==> src/rtl/max7219_rx_pkg.sv <==
// Shared constants and types for the MAX7219 serial-link receiver.
// Register addresses match the ones the display driver emits.
package max7219_rx_pkg;

   localparam int unsigned FRAME_W = 16;
   localparam int unsigned CNT_W   = 5;

   localparam logic [3:0] REG_NOOP      = 4'h0;
   localparam logic [3:0] REG_DIGIT0    = 4'h1;
   localparam logic [3:0] REG_DECODE    = 4'h9;
   localparam logic [3:0] REG_INTENSITY = 4'hA;
   localparam logic [3:0] REG_SCANLIM   = 4'hB;
   localparam logic [3:0] REG_SHUTDOWN  = 4'hC;
   localparam logic [3:0] REG_TEST      = 4'hF;

   typedef enum logic [1:0] {
      StWaitIdle,
      StIdle,
      StShift
   } rx_state_e;

endpackage

==> src/rtl/max7219_rx_sync_edge.sv <==
// N-flop synchronizer for an asynchronous level, plus one-cycle rise/fall pulses
// derived from the synchronized value.
module max7219_rx_sync_edge #(
   parameter int unsigned STAGES = 2
) (
   input  logic clock,
   input  logic reset,
   input  logic async_in,
   output logic sync,
   output logic rise,
   output logic fall
);

   logic [STAGES-1:0] sync_q;
   logic              last_q;

   always_ff @(posedge clock) begin
      if (!reset) begin
         sync_q <= '0;
         last_q <= 1'b0;
      end else begin
         sync_q <= {sync_q[STAGES-2:0], async_in};
         last_q <= sync_q[STAGES-1];
      end
   end

   assign sync = sync_q[STAGES-1];
   assign rise = sync & ~last_q;
   assign fall = ~sync & last_q;

endmodule

==> src/rtl/max7219_rx.sv <==
// Receive-side decoder for the MAX7219 sck/cs/din link: reassembles 16-bit frames
// and keeps a shadow copy of the MAX7219 register file.
module max7219_rx
   import max7219_rx_pkg::*;
#(
   parameter int unsigned DIGIT_NUM   = 8,
   parameter int unsigned SYNC_STAGES = 2
) (
   input  logic                   clock,
   input  logic                   reset,
   input  logic                   sck,
   input  logic                   cs,
   input  logic                   din,
   output logic                   frame_valid,
   output logic [3:0]             frame_addr,
   output logic [7:0]             frame_data,
   output logic                   frame_err,
   output logic                   busy,
   output logic [DIGIT_NUM*8-1:0] digits,
   output logic [7:0]             decode_mode,
   output logic [3:0]             intensity,
   output logic [2:0]             scan_limit,
   output logic                   shutdown_n,
   output logic                   display_test
);

   logic sck_s, sck_rise, sck_fall;
   logic cs_s, cs_rise, cs_fall;
   logic [SYNC_STAGES-1:0] din_sync_q;
   logic din_s;

   max7219_rx_sync_edge #(.STAGES(SYNC_STAGES)) u_sck_sync (
      .clock    (clock),
      .reset    (reset),
      .async_in (sck),
      .sync     (sck_s),
      .rise     (sck_rise),
      .fall     (sck_fall)
   );

   max7219_rx_sync_edge #(.STAGES(SYNC_STAGES)) u_cs_sync (
      .clock    (clock),
      .reset    (reset),
      .async_in (cs),
      .sync     (cs_s),
      .rise     (cs_rise),
      .fall     (cs_fall)
   );

   assign din_s = din_sync_q[SYNC_STAGES-1];

   rx_state_e              state_q, state_d;
   logic [CNT_W-1:0]       cnt_q, cnt_d;
   logic [FRAME_W-1:0]     shift_q, shift_d;
   logic                   commit;
   logic                   valid_q, valid_d, err_q, err_d;
   logic [3:0]             addr_q, addr_d, intensity_q, intensity_d;
   logic [7:0]             data_q, data_d, decode_q, decode_d;
   logic [DIGIT_NUM*8-1:0] digits_q, digits_d;
   logic [2:0]             scan_q, scan_d;
   logic                   shutdown_q, shutdown_d, test_q, test_d;

   always_comb begin
      state_d     = state_q;
      cnt_d       = cnt_q;
      shift_d     = shift_q;
      commit      = 1'b0;
      err_d       = 1'b0;
      unique case (state_q)
         StWaitIdle: if (cs_s) state_d = StIdle;
         StIdle: begin
            if (cs_fall) begin
               state_d = StShift;
               cnt_d   = '0;
               shift_d = '0;
            end
         end
         StShift: begin
            // Shift before the length test so a bit landing with cs_rise still counts.
            if (sck_rise) begin
               shift_d = {shift_q[FRAME_W-2:0], din_s};
               if (cnt_q != CNT_W'(FRAME_W)) cnt_d = cnt_q + CNT_W'(1);
            end
            if (cs_rise) begin
               state_d = StIdle;
               if (cnt_d == CNT_W'(FRAME_W)) commit = 1'b1;
               else                          err_d  = 1'b1;
            end
         end
         default: state_d = StWaitIdle;
      endcase
   end

   always_comb begin
      valid_d     = commit;
      addr_d      = addr_q;
      data_d      = data_q;
      digits_d    = digits_q;
      decode_d    = decode_q;
      intensity_d = intensity_q;
      scan_d      = scan_q;
      shutdown_d  = shutdown_q;
      test_d      = test_q;
      if (commit) begin
         addr_d = shift_d[11:8];
         data_d = shift_d[7:0];
         case (shift_d[11:8])
            REG_NOOP:      ;
            REG_DECODE:    decode_d    = shift_d[7:0];
            REG_INTENSITY: intensity_d = shift_d[3:0];
            REG_SCANLIM:   scan_d      = shift_d[2:0];
            REG_SHUTDOWN:  shutdown_d  = shift_d[0];
            REG_TEST:      test_d      = shift_d[0];
            default: begin
               // Digit addresses beyond DIGIT_NUM (and 0xD/0xE) fall through unmatched.
               for (int k = 1; k <= DIGIT_NUM; k++) begin
                  if (shift_d[11:8] == REG_DIGIT0 + 4'(k - 1)) digits_d[8*k-1 -: 8] = shift_d[7:0];
               end
            end
         endcase
      end
   end

   always_ff @(posedge clock) begin
      if (!reset) begin
         state_q     <= StWaitIdle;
         cnt_q       <= '0;
         shift_q     <= '0;
         din_sync_q  <= '0;
         valid_q     <= 1'b0;
         err_q       <= 1'b0;
         addr_q      <= '0;
         data_q      <= '0;
         digits_q    <= '0;
         decode_q    <= '0;
         intensity_q <= '0;
         scan_q      <= '0;
         shutdown_q  <= 1'b0;
         test_q      <= 1'b0;
      end else begin
         state_q     <= state_d;
         cnt_q       <= cnt_d;
         shift_q     <= shift_d;
         din_sync_q  <= {din_sync_q[SYNC_STAGES-2:0], din};
         valid_q     <= valid_d;
         err_q       <= err_d;
         addr_q      <= addr_d;
         data_q      <= data_d;
         digits_q    <= digits_d;
         decode_q    <= decode_d;
         intensity_q <= intensity_d;
         scan_q      <= scan_d;
         shutdown_q  <= shutdown_d;
         test_q      <= test_d;
      end
   end

   logic unused_sigs;
   assign unused_sigs = ^{shift_q[FRAME_W-1], sck_s, sck_fall};

   assign frame_valid  = valid_q;
   assign frame_err    = err_q;
   assign frame_addr   = addr_q;
   assign frame_data   = data_q;
   assign busy         = (state_q == StShift);
   assign digits       = digits_q;
   assign decode_mode  = decode_q;
   assign intensity    = intensity_q;
   assign scan_limit   = scan_q;
   assign shutdown_n   = shutdown_q;
   assign display_test = test_q;

endmodule

==> config.mk <==
export PLATFORM = sky130hd
export DESIGN_NAME = max7219_rx
export DESIGN_NICKNAME = d
export VERILOG_FILES = /design/src/rtl/max7219_rx_pkg.sv /design/src/rtl/max7219_rx_sync_edge.sv /design/src/rtl/max7219_rx.sv
export SDC_FILE = /design/constraint.sdc
export NUM_CORES = 1
export LEC_CHECK = 0
export CAP_MARGIN = 20
export CORE_MARGIN = 2
export CORE_UTILIZATION = 33
export DETAILED_ROUTE_END_ITERATION = 16
export PLACE_DENSITY = 0.53
export SLEW_MARGIN = 10
export SYNTH_ARGS = -nofsm -noshare
export SYNTH_HDL_FRONTEND = slang
export SYNTH_SLANG_ARGS = --single-unit
==> constraint.sdc <==
create_clock -name clock -period 5.6 [get_ports clock]
set_clock_uncertainty 0.1 [all_clocks]
set_input_delay 0.56 -clock clock [delete_from_list [all_inputs] [get_ports clock]]
set_output_delay 0.56 -clock clock [all_outputs]
set_load 0.01 [all_outputs]
## Word level (Yosys, flattened, before mapping)

Index checks and enable logic that the tools add are counted.

| storage, ports and cells | value |
|---|---|
| flip-flop bits (word level) | 122 |
| output and inout port bits | 96 |

| cells by class | value |
|---|---|
| add/sub/neg operators | 1 |
| eq/ne operators | 20 |
| mux-type cells | 16 |
| bitwise gates (word level) | 7 |
| reductions and logical operators | 20 |

Operators by type and width:

| kind | count |
|---|---|
| 3-bit AND reduction | 10 |
| 13-bit two-way mux | 2 |
| 13-bit one-hot mux with 2 select lines | 1 |
| 4-bit equality test, second input constant | 6 |
| 5-bit two-way mux | 4 |
| 4-bit by 3-bit equality test with 1-bit output, second input constant | 4 |
| 2-bit AND reduction | 6 |
| 5-bit one-hot mux with 2 select lines | 1 |
| 4-bit by 2-bit equality test with 1-bit output, second input constant | 2 |
| 2-bit two-way mux | 3 |
| 2-bit one-hot mux with 3 select lines | 1 |
| 6-bit OR reduction | 1 |
| 5-bit by 1-bit adder with 5-bit output, second input constant | 1 |
| 5-bit equality test, second input constant | 1 |
| 5-bit inequality test, second input constant | 1 |
| 4-bit by 1-bit equality test with 1-bit output, second input constant | 1 |
| 4-bit zero test | 1 |
| 1-bit two-way mux | 4 |
| 2-bit by 1-bit inequality test with 1-bit output, second input constant | 2 |
| 1-bit NOT | 4 |
| 1-bit AND | 3 |
| 2-bit by 1-bit equality test with 1-bit output, second input constant | 1 |
| 2-bit equality test, second input constant | 1 |
| 2-bit zero test | 1 |
| 2 further kinds | 2 |

## Logic depth before layout (Yosys ltp)

| logic depth | value |
|---|---|
| word-level depth | 9 |
| mapped depth | 11 |
| mapped depth without buffers | 8 |

## Cells and area by module

Synthesis repeated with hierarchy kept, for this count alone.

| unflattened totals | value |
|---|---|
| cell total of the unflattened synthesis | 516 |
| area total of the unflattened synthesis | 4859.7 sq um |

By module, submodules not included:

| module | times used | cells each | area each (sq um) |
|---|---|---|---|
| max7219_rx | 1 | 500 | 4677.0 |
| max7219_rx_sync_edge | 2 | 8 | 91.3 |

## Least setup slack after synthesis

No wires, ideal clock.

| timing | value |
|---|---|
| path kind | reg2reg |
| start point | register state_q[0] |
| end point | register intensity_q[0], in the netlist intensity[0] |
| library setup time | 0.133 ns |
| arrival | 2.392 ns |
| required time | 5.367 ns |
| path slack | 2.975 ns |
| stages on the path, launching flop included | 12 |
| path buffers | 3 |
| cell sequence | dfxtp_1 > inv_1 > ha_1 > buf_2 > and4b_1 > clkbuf_2 > nand2_1 > mux2_2 > o22a_1 > or3b_1 > clkbuf_1 > mux2i_1 |

| on the way | value |
|---|---|
| cells in the longest elaborated chain, start to end | 4 |
| elaborated cells between the ends (all ways) | 6 |
| classes of those cells | eq/ne: 3; mux: 2; reduce/logical: 1 |

RTL lines:

| what | line | source |
|---|---|---|
| start, declared | max7219_rx.sv:52 | `rx_state_e state_q, state_d;` |
| start signal, assigned | max7219_rx.sv:126 | `state_q <= StWaitIdle;` |
| start signal, assigned | max7219_rx.sv:141 | `state_q <= state_d;` |
| 2-bit equality test or 2-bit by 1-bit equality test with 1-bit output (tied branches) | max7219_rx.sv:69 | `unique case (state_q)` |
| 13-bit one-hot mux with 2 select lines | max7219_rx.sv:69 |  |
| 4-bit equality test | max7219_rx.sv:107 | `case (shift_d[11:8])` |
| 2-bit AND reduction (no source line) | - |  |
| end signal, assigned | max7219_rx.sv:151 | `intensity_q <= intensity_d;` |
| end, declared | max7219_rx.sv:57 | `logic [3:0] addr_q, addr_d, intensity_q, intensity_d;` |

Parallel ways exist; a longest one is shown, timed or not.
A chain may end at the register's enable or synchronous reset.

## Worst setup path after layout

| timing | value |
|---|---|
| start point | register u_sck_sync.sync_q[1] |
| end point | register digits_q[9], in the netlist digits[9] |

| on the way | value |
|---|---|
| cells in the longest elaborated chain, start to end | 8 |
| elaborated cells between the ends (all ways) | 19 |
| classes of those cells | eq/ne: 7; mux: 7; bitwise: 2; reduce/logical: 3 |

RTL lines:

| what | line | source |
|---|---|---|
| start, declared | max7219_rx_sync_edge.sv:14 | `logic [STAGES-1:0] sync_q;` |
| start signal, assigned | max7219_rx_sync_edge.sv:22 | `sync_q <= {sync_q[STAGES-2:0], async_in};` |
| 1-bit AND * | max7219_rx_sync_edge.sv:28 | `assign rise = sync & ~last_q;` |
| 5-bit two-way mux | max7219_rx.sv:80 | `if (sck_rise) begin` |
| 5-bit two-way mux | max7219_rx.sv:69 |  |
| 5-bit equality test | max7219_rx.sv:86 | `if (cnt_d == CNT_W'(FRAME_W)) commit = 1'b1;` |
| 1-bit two-way mux | max7219_rx.sv:86 |  |
| 1-bit two-way mux | max7219_rx.sv:84 | `if (cs_rise) begin` |
| 1-bit two-way mux | max7219_rx.sv:69 |  |
| 3-bit AND reduction (no source line) | - |  |
| end signal, assigned | max7219_rx.sv:149 | `digits_q <= digits_d;` |
| end, declared | max7219_rx.sv:59 | `logic [DIGIT_NUM*8-1:0] digits_q, digits_d;` |

Every way passes the cells marked *; elsewhere a longest branch is shown, timed or not. The select of a mux whose other input is x is not followed.

==> metrics <==
status=completed; Sequential Power Share=roughly 42%; ys async rst share=0%; Synth Area in Compound Gates=7.80%; DIE AREA=16100 um2; Mapped Nets=527; # resized after CTS=0; Max-slew headroom=~39%; DP Cell Count=770; GRT Residual Overflow=0; total of max-cap violations=0; IO Port Bufs=100; Pleak=~2.6 nW; Fin Setup TNS=0 ns; CTS Buffer Depth=2; beginning of the critical path=u_sck_sync.sync_q[1]$_SDFF_PN0_; initial drt markers=204; crit path time final=3.22 ns; antenna violations before repair=0; DRT Pass-1 Iters=5; combinational family with the most area after synthesis=multiplexers; TritonCTS clock tree=done; Sw Share=about a fifth; top cell type's share of synthesized area=48.9%; Hold Crit Class=flip-flop to flip-flop; Clock Sinks=122; total routed wirelength=13.4 mm; ys flop type=dfxtp_1; first-pass GRT wire length=21.1 mm; DR WL/cell=16.8 um; nets@finish=~620; mux cell area share after synthesis=between 10% and 20%; gp weighted congestion=0.843; Multi-input gate area=2330 um2; Clock Tree Root=clkbuf_16; placed cell area=6080 um2; worst reg2reg startpoint=u_sck_sync.sync_q[1]$_SDFF_PN0_; FF+latch count, synth=approximately 120; Worst IR Drop VDD=0.179 mV; Synth Instances=516; height of the chip=127 um; clock share of power=54.3%; Synth Cell Area=4990 um2; Slew @ Worst Pin=slightly above 0.9 ns; Cell Count, Final, Fillers Out=801; CP max FO=11; DR vias/cell=4.85; Syn Area/Cell=9.67 um2; # fillers=between 1000 and 1500; Ports=101; Synth Area in Adders=under 10%; P&R area growth vs syn=34.0%; post-route clock period utilization=57.6%; Core ar.=14600 um2; share of layout cells above drive strength 1=between 8 and 9%; Hold Violations, Final=0; Net Switching=0.431 mW; chip width=approximately 130 um; Final ANT Viol Nets=0; register cell area after layout=~2400 um2; most frequent cells in the layout=122 x dfxtp_1, 109 x nand2_1, 99 x clkdlybuf4s50_1; xor-xnor portion of the synthesized cell area=0.175%; RSZ-0062 raised after global routing=no; leading post-synthesis cells by cell area=dfxtp_1 49%, mux2i_1 18%, nand2_1 8.2%, nor3_4 2.3%, a21oi_1 2.0%; Clock transition at path regs=0.06 ns; Hold Crit Depth=1; Initial Util=34.1%; Critical R2R Capture=digits[9]$_SDFFE_PN0P_; post-CTS setup buffers=0; Rows=between 40 and 50; power consumption=around 2.1 mW; cell taking the most area after synthesis=dfxtp_1; Synth Area in Simple Gates=approximately 18%; H-tree levels=4; Reg2Reg Depth=6; hpwl dp=9.04 mm; CP endpoint kind=flip-flop; Pint=roughly 1.6 mW; worst skew pair latency=0.41 ns; fin. max-slew vios=0; vias in the first global route=3830; crit path capture=digits[9]$_SDFFE_PN0P_; sequential area share after synthesis=48.9%; cell area after layout=6690 um2; Worst R2R Setup Slack=2.38 ns; pwr/cell area=about 310 nW/um2; TritonCTS buffer count=17; drt drc=0; maximum clock frequency=310 MHz; crit start category=flip-flop; critical path class=flip-flop to flip-flop; via count=just under 4000; synth warn=0; commonest non-fill, non-tap cell in the layout=dfxtp_1; GRT Util Overall=17.1%; Post-synth EDFFs=0; Yosys cell types=52; combinational power share=under 10%; Worst Path Arrival=~3.5 ns; critical path required time=5.83 ns; hold-fix buffers at CTS=0; number of diodes=0; Finish-stage setup viols=0; largest net degree at the start of global routing=77
through the flow:
stage	util, %	setup WS, ns	hold slack, ns
global placement	41.5	2.52	0.320
CTS	45.7	2.39	0.331
finish	45.7	2.38	0.331
global route	45.7	2.15	0.354
floorplan	-	2.98	0.312
detailed placement	41.5	2.40	0.318
kinds of logic (layout without fill, tap and decap cells):
logic type / after synthesis / after routing
xor gates and xnor gates: 1 / 1
muxes: 94 / 94
and+or+nand+nor: 184 / 184
AOI/OAI and AO/OA: 60 / 60
DFF: 122 / 122
buffers and inverters: 49 / 150
adders and majority gates: 6 / 6
flip-flops by register name, summed over array words and instances (netlist names), 3 cells and up:
| signal | count |
|---|---|
| frame_addr | 4 |
| frame_data | 8 |
| intensity | 4 |
| scan_limit | 3 |
| shift_q | 12 |
| decode_mode | 8 |
| digits | 64 |
| cnt_q | 5 |
per-layer routing:
layer / vias up / track usage, % / share of wire [%]
li1: 1932 / - / -
met1: 1838 / 21.1 / 45
met2: 106 / 26.7 / 46
met3: 12 / 7.08 / 7.4
met4: 0 / 6.46 / 1.1
met5: - / 0 / 0
layout make-up:
cell class / instances / area share (%)
Clock inverter: 7 / 1.70
Multi-Input combinational cell: 345 / 34.9
Timing Repair Buffer: 102 / 15.1
Tap cell: 184 / 3.44
Clock buffer: 24 / 7.35
Sequential cell: 122 / 36.5
Inverter: 17 / 0.954
how the worst min path moves through the flow:
stage | startpoint | end | slack (ns)
after floorplan | din_sync_q[0]$_SDFF_PN0_ | din_sync_q[1]$_SDFF_PN0_ | 0.31
after CTS | u_cs_sync.sync_q[0]$_SDFF_PN0_ | u_cs_sync.sync_q[1]$_SDFF_PN0_ | 0.33
after global placement | u_cs_sync.sync_q[0]$_SDFF_PN0_ | u_cs_sync.sync_q[1]$_SDFF_PN0_ | 0.32
after global routing | u_cs_sync.sync_q[0]$_SDFF_PN0_ | u_cs_sync.sync_q[1]$_SDFF_PN0_ | 0.35
final | u_cs_sync.sync_q[0]$_SDFF_PN0_ | u_cs_sync.sync_q[1]$_SDFF_PN0_ | 0.33
after detailed placement | u_cs_sync.sync_q[0]$_SDFF_PN0_ | u_cs_sync.sync_q[1]$_SDFF_PN0_ | 0.32
worst max-delay path, cell delays in order, from the launching register on:
cell and delay (ns):
dfxtp_1 0.41, nor2b_1 0.63, o221ai_1 0.59, nand2_1 0.30
nand3_1 0.28, nor3_4 0.54, mux2i_1 0.27
power by group through the flow:
stage          sequential (mW)  clock, mW  combinational (mW)
6_report                 0.876       1.12              0.0679
4_1_cts                  0.876       1.15              0.0677
3_5_place_dp             0.894          0              0.0675
3_3_place_gp             0.894          0              0.0658
5_1_grt                  0.876       1.18              0.0734
2_1_floorplan            0.894          0              0.0516
synth_stat cells (2+ instances only):
library cell  instances
nand2_1             109
a22o_1                8
buf_2                 5
inv_1                16
clkbuf_1             23
o221ai_1              2
or2_2                 2
mux2i_1              92
ha_1                  6
nor3_1                5
nand3_1               8
a31oi_1               2
a21o_1                3
nor3_4                7
or3b_1                3
o21ai_0              11
a21boi_0              3
dfxtp_1             122
nand2b_1              4
mux2_2                2
o22a_1                2
a22oi_1               2
and2_1                7
a21oi_1              20
nor2_1               24
nand4_1               2
Note: power is estimated with default switching activity, not from simulation.
